[src/rtl/factorial_regfile_ctrl.sv]
// Controller for a two-entry dual-port register file that computes N! with
// R0 as the accumulator and R1 as the down-counter, behind a START/DONE handshake.
module factorial_regfile_ctrl #(
  parameter int DATA_W = 16
) (
  input  logic              CLK,
  input  logic              RST,
  input  logic              START,
  input  logic [DATA_W-1:0] N,
  output logic              BUSY,
  output logic              DONE,
  output logic [DATA_W-1:0] RESULT,
  output logic              OVF,
  output logic              WE1,
  output logic              WE2,
  output logic              WA1,
  output logic              WA2,
  output logic [DATA_W-1:0] W_DATA1,
  output logic [DATA_W-1:0] W_DATA2,
  output logic              REA1,
  output logic              REA2,
  output logic              RAA1,
  output logic              RAA2,
  input  logic [DATA_W-1:0] RDA1,
  input  logic [DATA_W-1:0] RDA2
);

  typedef enum logic [2:0] {
    S_IDLE  = 3'd0,
    S_INIT  = 3'd1,
    S_READ  = 3'd2,
    S_WRITE = 3'd3,
    S_DONE  = 3'd4
  } state_e;

  localparam logic [DATA_W-1:0] ZERO = {DATA_W{1'b0}};
  localparam logic [DATA_W-1:0] ONE  = {{(DATA_W-1){1'b0}}, 1'b1};

  state_e              state_q, state_d;
  logic [DATA_W-1:0]   n_q, n_d;
  logic [DATA_W-1:0]   acc_q, acc_d;
  logic [DATA_W-1:0]   cnt_q, cnt_d;
  logic [DATA_W-1:0]   result_q, result_d;
  logic                ovf_q, ovf_d;
  logic [2*DATA_W-1:0] prod_s;

  // Full-width unsigned product of the captured operands; only the low half is written back.
  assign prod_s = {ZERO, acc_q} * {ZERO, cnt_q};

  assign WA1    = 1'b0;
  assign WA2    = 1'b1;
  assign RAA1   = 1'b0;
  assign RAA2   = 1'b1;
  assign RESULT = result_q;
  assign OVF    = ovf_q;

  // State and datapath registers with synchronous reset.
  always_ff @(posedge CLK) begin
    if (RST) begin
      state_q  <= S_IDLE;
      n_q      <= ZERO;
      acc_q    <= ZERO;
      cnt_q    <= ZERO;
      result_q <= ZERO;
      ovf_q    <= 1'b0;
    end else begin
      state_q  <= state_d;
      n_q      <= n_d;
      acc_q    <= acc_d;
      cnt_q    <= cnt_d;
      result_q <= result_d;
      ovf_q    <= ovf_d;
    end
  end

  // Next-state and datapath update; RDA1/RDA2 are only looked at in READ.
  always_comb begin
    state_d  = state_q;
    n_d      = n_q;
    acc_d    = acc_q;
    cnt_d    = cnt_q;
    result_d = result_q;
    ovf_d    = ovf_q;
    case (state_q)
      S_IDLE: begin
        if (START) begin
          n_d     = N;
          state_d = S_INIT;
        end else begin
          state_d = S_IDLE;
        end
      end
      S_INIT: begin
        ovf_d   = 1'b0;
        state_d = S_READ;
      end
      S_READ: begin
        acc_d = RDA1;
        cnt_d = RDA2;
        if (RDA2 <= ONE) begin
          result_d = RDA1;
          state_d  = S_DONE;
        end else begin
          state_d  = S_WRITE;
        end
      end
      S_WRITE: begin
        if (prod_s[2*DATA_W-1:DATA_W] != ZERO) begin
          ovf_d = 1'b1;
        end else begin
          ovf_d = ovf_q;
        end
        state_d = S_READ;
      end
      S_DONE: begin
        state_d = S_IDLE;
      end
      default: begin
        state_d = S_IDLE;
      end
    endcase
  end

  // Moore decode of the handshake and register-file controls.
  always_comb begin
    BUSY    = 1'b0;
    DONE    = 1'b0;
    WE1     = 1'b0;
    WE2     = 1'b0;
    W_DATA1 = ZERO;
    W_DATA2 = ZERO;
    REA1    = 1'b0;
    REA2    = 1'b0;
    case (state_q)
      S_INIT: begin
        BUSY    = 1'b1;
        WE1     = 1'b1;
        WE2     = 1'b1;
        W_DATA1 = ONE;
        W_DATA2 = n_q;
      end
      S_READ: begin
        BUSY = 1'b1;
        REA1 = 1'b1;
        REA2 = 1'b1;
      end
      S_WRITE: begin
        BUSY    = 1'b1;
        WE1     = 1'b1;
        WE2     = 1'b1;
        W_DATA1 = prod_s[DATA_W-1:0];
        W_DATA2 = cnt_q - ONE;
      end
      S_DONE: begin
        DONE = 1'b1;
      end
      default: begin
        BUSY = 1'b0;
      end
    endcase
  end

endmodule

[config.mk]
export PLATFORM = sky130hd
export DESIGN_NAME = factorial_regfile_ctrl
export DESIGN_NICKNAME = d
export VERILOG_FILES = /design/src/rtl/factorial_regfile_ctrl.sv
export SDC_FILE = /design/constraint.sdc
export NUM_CORES = 1
export LEC_CHECK = 0
export BUFFER_PORTS_ARGS = -buffer_cell sky130_fd_sc_hd__buf_2
export CAP_MARGIN = 25
export CORE_UTILIZATION = 43
export DETAILED_ROUTE_END_ITERATION = 12
export PLACE_DENSITY = 0.69
export SLEW_MARGIN = 15
export SYNTH_ARGS = -nofsm -noshare
export SYNTH_HDL_FRONTEND = slang
export SYNTH_SLANG_ARGS = --single-unit
[constraint.sdc]
create_clock -name CLK -period 6.55 [get_ports CLK]
set_input_delay 1.31 -clock CLK [delete_from_list [all_inputs] [get_ports CLK]]
set_output_delay 1.31 -clock CLK [all_outputs]
set_load 0.01 [all_outputs]
# ---- Word level (Yosys, flattened, before mapping)
# Index checks and enable logic that the tools add are counted.
dict set report totals {
  ff_bits 68
  latch_bits 0
  mem_bits_rw 0
  n_memories 0
  out_inout_bits 59
  romBits 0
  in_bits 51
}
dict set report op_classes {
  div 0
  n_eq_ne 5
  mul 1
  n_reduce_logical 8
  shift 0
  n_mux 11
  add_sub_neg 1
  order_cmp 1
  n_bitwise 0
}
# cell count
set ops {}
lappend ops {{case mux 16 bit (2 select lines)} 2}
lappend ops {{multiplier 16 x 16 -> 32 bit} 1}
lappend ops {{<= comparator 16 x 1 -> 1 bit (second input constant)} 1}
lappend ops {{nonzero test 16 bit} 1}
lappend ops {{subtractor 16 x 1 -> 16 bit (second input constant)} 1}
lappend ops {{case mux 3 bit (3 select lines)} 1}
lappend ops {{equality test 3 x 2 -> 1 bit (second input constant)} 2}
lappend ops {{two-way mux 1 bit} 6}
lappend ops {{AND reduction 2 bit} 3}
lappend ops {{equality test 3 x 1 -> 1 bit (second input constant)} 1}
lappend ops {{equality test 3 bit (second input constant)} 1}
lappend ops {{zero test 3 bit} 1}
lappend ops {{two-way mux 3 bit} 1}
lappend ops {{OR reduction 3 bit} 1}
lappend ops {{!= test 2 bit (second input constant)} 1}
lappend ops {{case mux 1 bit (2 select lines)} 1}
lappend ops {{nonzero test 2 bit} 1}
lappend ops {{OR reduction 2 bit} 1}

# ---- Longest topological paths before layout
dict set report logic_depth {
  depth_word 4
  depth_mapped 25
  mapped_depth_nobuf 23
}

# ---- Least setup slack after synthesis
# No wires, ideal clock.
dict set report synth_path {
  path_kind {register -> output}
  startpoint {reg cnt_q[2]}
  endpoint {out W_DATA1[14]}
  arrival_time_ps 5223
  slack_ps 17
  path_buffers 2
  path_stages_with_launch 20
  path_cell_list {dfxtp_1 -> clkbuf_1 -> buf_1 -> nand2_1 -> fa_1 -> fa_1 -> fa_1 -> fa_1 -> inv_1 -> fa_1 -> inv_1 -> fa_1 -> inv_1 -> ha_1 -> and4_1 -> and2_1 -> o311a_4 -> nor2_1 -> xor2_1 -> nor2_1}
}
dict set report synth_via {
  elab_chain_cells 2
}
# element line
set synth_rtl {}
lappend synth_rtl {{start: declaration} 42} ;# logic [DATA_W-1:0] cnt_q, cnt_d;
lappend synth_rtl {{start signal: assignment} 70} ;# cnt_q <= cnt_d;
lappend synth_rtl {{multiplier 16 x 16 -> 32 bit} 48} ;# assign prod_s = {ZERO, acc_q} * {ZERO, cnt_q};
lappend synth_rtl {{case mux 16 bit (2 select lines)} 134} ;# case (state_q)
lappend synth_rtl {{end: declaration} 18} ;# output logic [DATA_W-1:0] W_DATA1,
# Every way passes these cells.

# ---- Worst setup path in the final report
dict set report layout_path {
  startpoint {reg acc_q[7]}
  endpoint {out W_DATA1[14]}
}
dict set report layout_via {
  elab_chain_cells 2
}
# element line
set layout_rtl {}
lappend layout_rtl {{start: declaration} 41} ;# logic [DATA_W-1:0] acc_q, acc_d;
lappend layout_rtl {{start signal: assignment} 62} ;# acc_q <= ZERO;
lappend layout_rtl {{start signal: assignment} 69} ;# acc_q <= acc_d;
lappend layout_rtl {{multiplier 16 x 16 -> 32 bit} 48}
lappend layout_rtl {{case mux 16 bit (2 select lines)} 134}
# Every way passes these cells.

==> qor.yml <==
floorplan:
  rows: 59
  die_h_microns: 166.4
  start_util_pct: 44.24
  die_w_microns: 166.4
  core_area_sq_um: 26280
  num_io_pins: 110
  dieArea_sq_um: 27700
power_and_ir_drop:
  combPwrFrac_pct: 24.5
  p_leak_nw: 6.027
  max-vdd-ir-drop_uv: 151.1
  p_sw_share_pct: 32.40
  power.density_nw_per_um2: 93.38
  pwr-share-seq_pct: 36.7
  switching_power_mw: 0.4074
  p_total_mw: 1.257
  p_int_mw: 0.8500
  clock_power_share_pct: 38.8
setup_path:
  cp-end-kind: "output port"
  crit_type: "register to output port"
  cp.arrival_ps: 5380
  regToRegStartpoint: "acc_q[10]"
  crit_start: "acc_q[7]"
  cp.required_ps: 5240
  reg2reg_depth: 21
  r2r-end: "OVF"
  worstPathMaxFanout: 6
  crit_path_end: "W_DATA1[14]"
  start_kind: "register"
  rrSetupSlack_ps: 240
yosys:
  yosysSeqAreaShare_pct: 11.71
  synth-edff-count: 0
  yosysMostFrequentCell: "nand2_1"
  yosys_warnings: 0
  ys.flop_type: "dfxtp_1"
  ys_top_cells_by_area: "fa_1 33%, dfxtp_1 12%, ha_1 11%, nand2_1 8.4%, inv_1 6.6%"
  syn_avg_cell_area_sq_um: 8.316
  yosys.area.top_type: "fa_1"
  syn_area_sq_um: 11630
  ys_top_cells_by_count: "261 x nand2_1, 204 x inv_1, 194 x fa_1"
  synth-async-reset-ratio_pct: 0
  synthCells: 1398
  synth_top_area_share_pct: 33.41
  ys_seq_elements: 68
  synth_cell_types: 55
timing:
  fmax_mhz: 149.6
  fin_crit_sh_pct: 102.1
  rsz0062_at_grt: "true"
  worstMarginPinSlew_ps: 999.3
  hold_viol: 0
  post-route-min-period_ps: 6686
  hold_slack_ps: 455.7
  maxSlewViolCount: 0
  finalSetupViolations: 2
  relSlewSlack_pct: 33.31
  fin_skew_ps: 8.333
  fin_ws_ps: -135.8
final_layout:
  stdcell_count: 1843
  multiInputGateArea_sq_um: 9404
  layout-drive-gt1-share_pct: 18.37
  area_delta_synth_final_pct: 15.82
  diodes: 0
  seqCellArea_sq_um: 1411
  final_nets: 1853
  fillCellCount: 2461
global_route:
  overflow: 0
  grt_max_degree: 69
  grt_use_total_pct: 22.14
  grt_pass1_vias: 10078
  antenna_found_initial: 0
  grt_pass1_wl_microns: 49700
job:
  maxCapViolCount: 0
place:
  gp_congestion: 0.8973
  dp_hpwl_microns: 24630
  place.port_buffers: 105
  place_inst: 1811
  place_ws_ps: 46.10
run_status:
  violations: "design-rule violations, negative setup slack"
  status: "finished with violations"
clock_network:
  clockBufferDepth: 2
  cts_buffers: 9
  cts_num_sinks: 68
  cts_tree: "yes"
  insertion_delay_ps: 340
  h-tree-depth: 3
  clk_pin_slew_ps: 60
  clockRootBuffer: "clkbuf_16"
drt:
  drc: 1
  drt-initial-drc-count: 632
  viasPerCell: 5.227
  ant_nets: 0
  num_vias: 9634
  post_drt_wl_per_cell_microns: 16.41
  drt_wl_total_microns: 30250
  dr.pass1.iters: 9
min_path:
  min_path_type: "register to register"
==> cell type report <==
| class | instances | share of cell area, % |
|---|---|---|
| Timing Repair Buffer | 183 | 8.679 |
| Clock inverter | 6 | 0.4739 |
| Multi-Input combinational cell | 1036 | 69.84 |
| Clock buffer | 10 | 1.700 |
| Tap cell | 335 | 3.113 |
| Inverter | 205 | 5.715 |
| Sequential cell | 68 | 10.48 |
==> layout by cell type, fill, tap and decap left out, types with 19 or more instances in the layout <==
| cell type | n |
|---|---|
| inv_1 | 200 |
| dfxtp_1 | 46 |
| buf_4 | 66 |
| nand2_1 | 257 |
| a21oi_1 | 71 |
| and2_1 | 115 |
| ha_1 | 94 |
| nor2_1 | 62 |
| fa_1 | 191 |
| buf_2 | 105 |
| xnor2_1 | 19 |
==> metal layers <==
| layer | part of all wire, % | track usage [%] |
|---|---|---|
| met5 | 0 | 0 |
| met4 | 1.8 | 6.481 |
| met3 | 6.8 | 3.992 |
| met2 | 48 | 36.72 |
| met1 | 44 | 29.50 |
==> worst min path at each step <==
stage,cells after the start,from,slack (ps),end
2_1_floorplan,2,n_q[4],430,n_q[4]
3_3_place_gp,2,n_q[4],440,n_q[4]
3_5_place_dp,2,n_q[3],450,n_q[3]
4_1_cts,2,n_q[3],450,n_q[3]
5_1_grt,2,n_q[8],480,n_q[8]
6_report,2,n_q[13],460,n_q[13]
==> registers in the layout (all words and copies together) (netlist names) <==
name     count
OVF          1
RESULT      16
acc_q       16
cnt_q       16
n_q         16
state_q      3
==> per-stage QoR <==
stage                     TNS (ps)  util [%]  cell area (sq um)
after global placement           0     48.31              12700
after global routing        -744.8     51.24              13470
final                       -153.1     51.24              13470
after detailed placement         0     48.31              12700
after CTS                   -165.9     50.32              13220
after floorplan                  0         -              11630
==> what timing repair did <==
action                                  4_1_cts  5_1_grt
pin swaps                                     9       22
buffers inserted                             11        5
resized for setup                            54       51
hold buffers                                  0        0
endpoints found under the setup margin        5        6
cloned                                        0        0
==> worst max-delay path, cell delays in order, from the launching register on <==
cell	delay [ps]
dfxtp_4	370
buf_6	120
and2_4	150
fa_1	470
inv_1	50
fa_1	490
inv_2	50
fa_1	570
fa_1	450
fa_1	500
inv_1	50
fa_1	490
inv_2	50
ha_4	260
and4_4	210
and2_4	130
o311a_4	180
nor2_2	40
xor2_1	140
nor2_1	110
buf_2	160
==> cell families after synthesis <==
group / after synthesis / share of synthesized area (%)
and+or+nand+nor: 516 / 20.70
adders and majority gates: 299 / 44.71
buffers and inverters: 296 / 9.793
AOI/OAI and AO/OA: 166 / 8.997
DFF: 68 / 11.71
xor gates and xnor gates: 33 / 2.486
muxes: 18 / 1.550
other: 2 / 0.06460
==> power groups by stage <==
stage	Clock (mW)	Combinational [mW]	Sequential (mW)
detailed placement	0	0.287	0.470
finish	0.488	0.308	0.462
global route	0.511	0.340	0.465
CTS	0.495	0.298	0.461
global placement	0	0.283	0.469
floorplan	0	0.199	0.449
No activity file was read; power rests on OpenSTA's default activity.
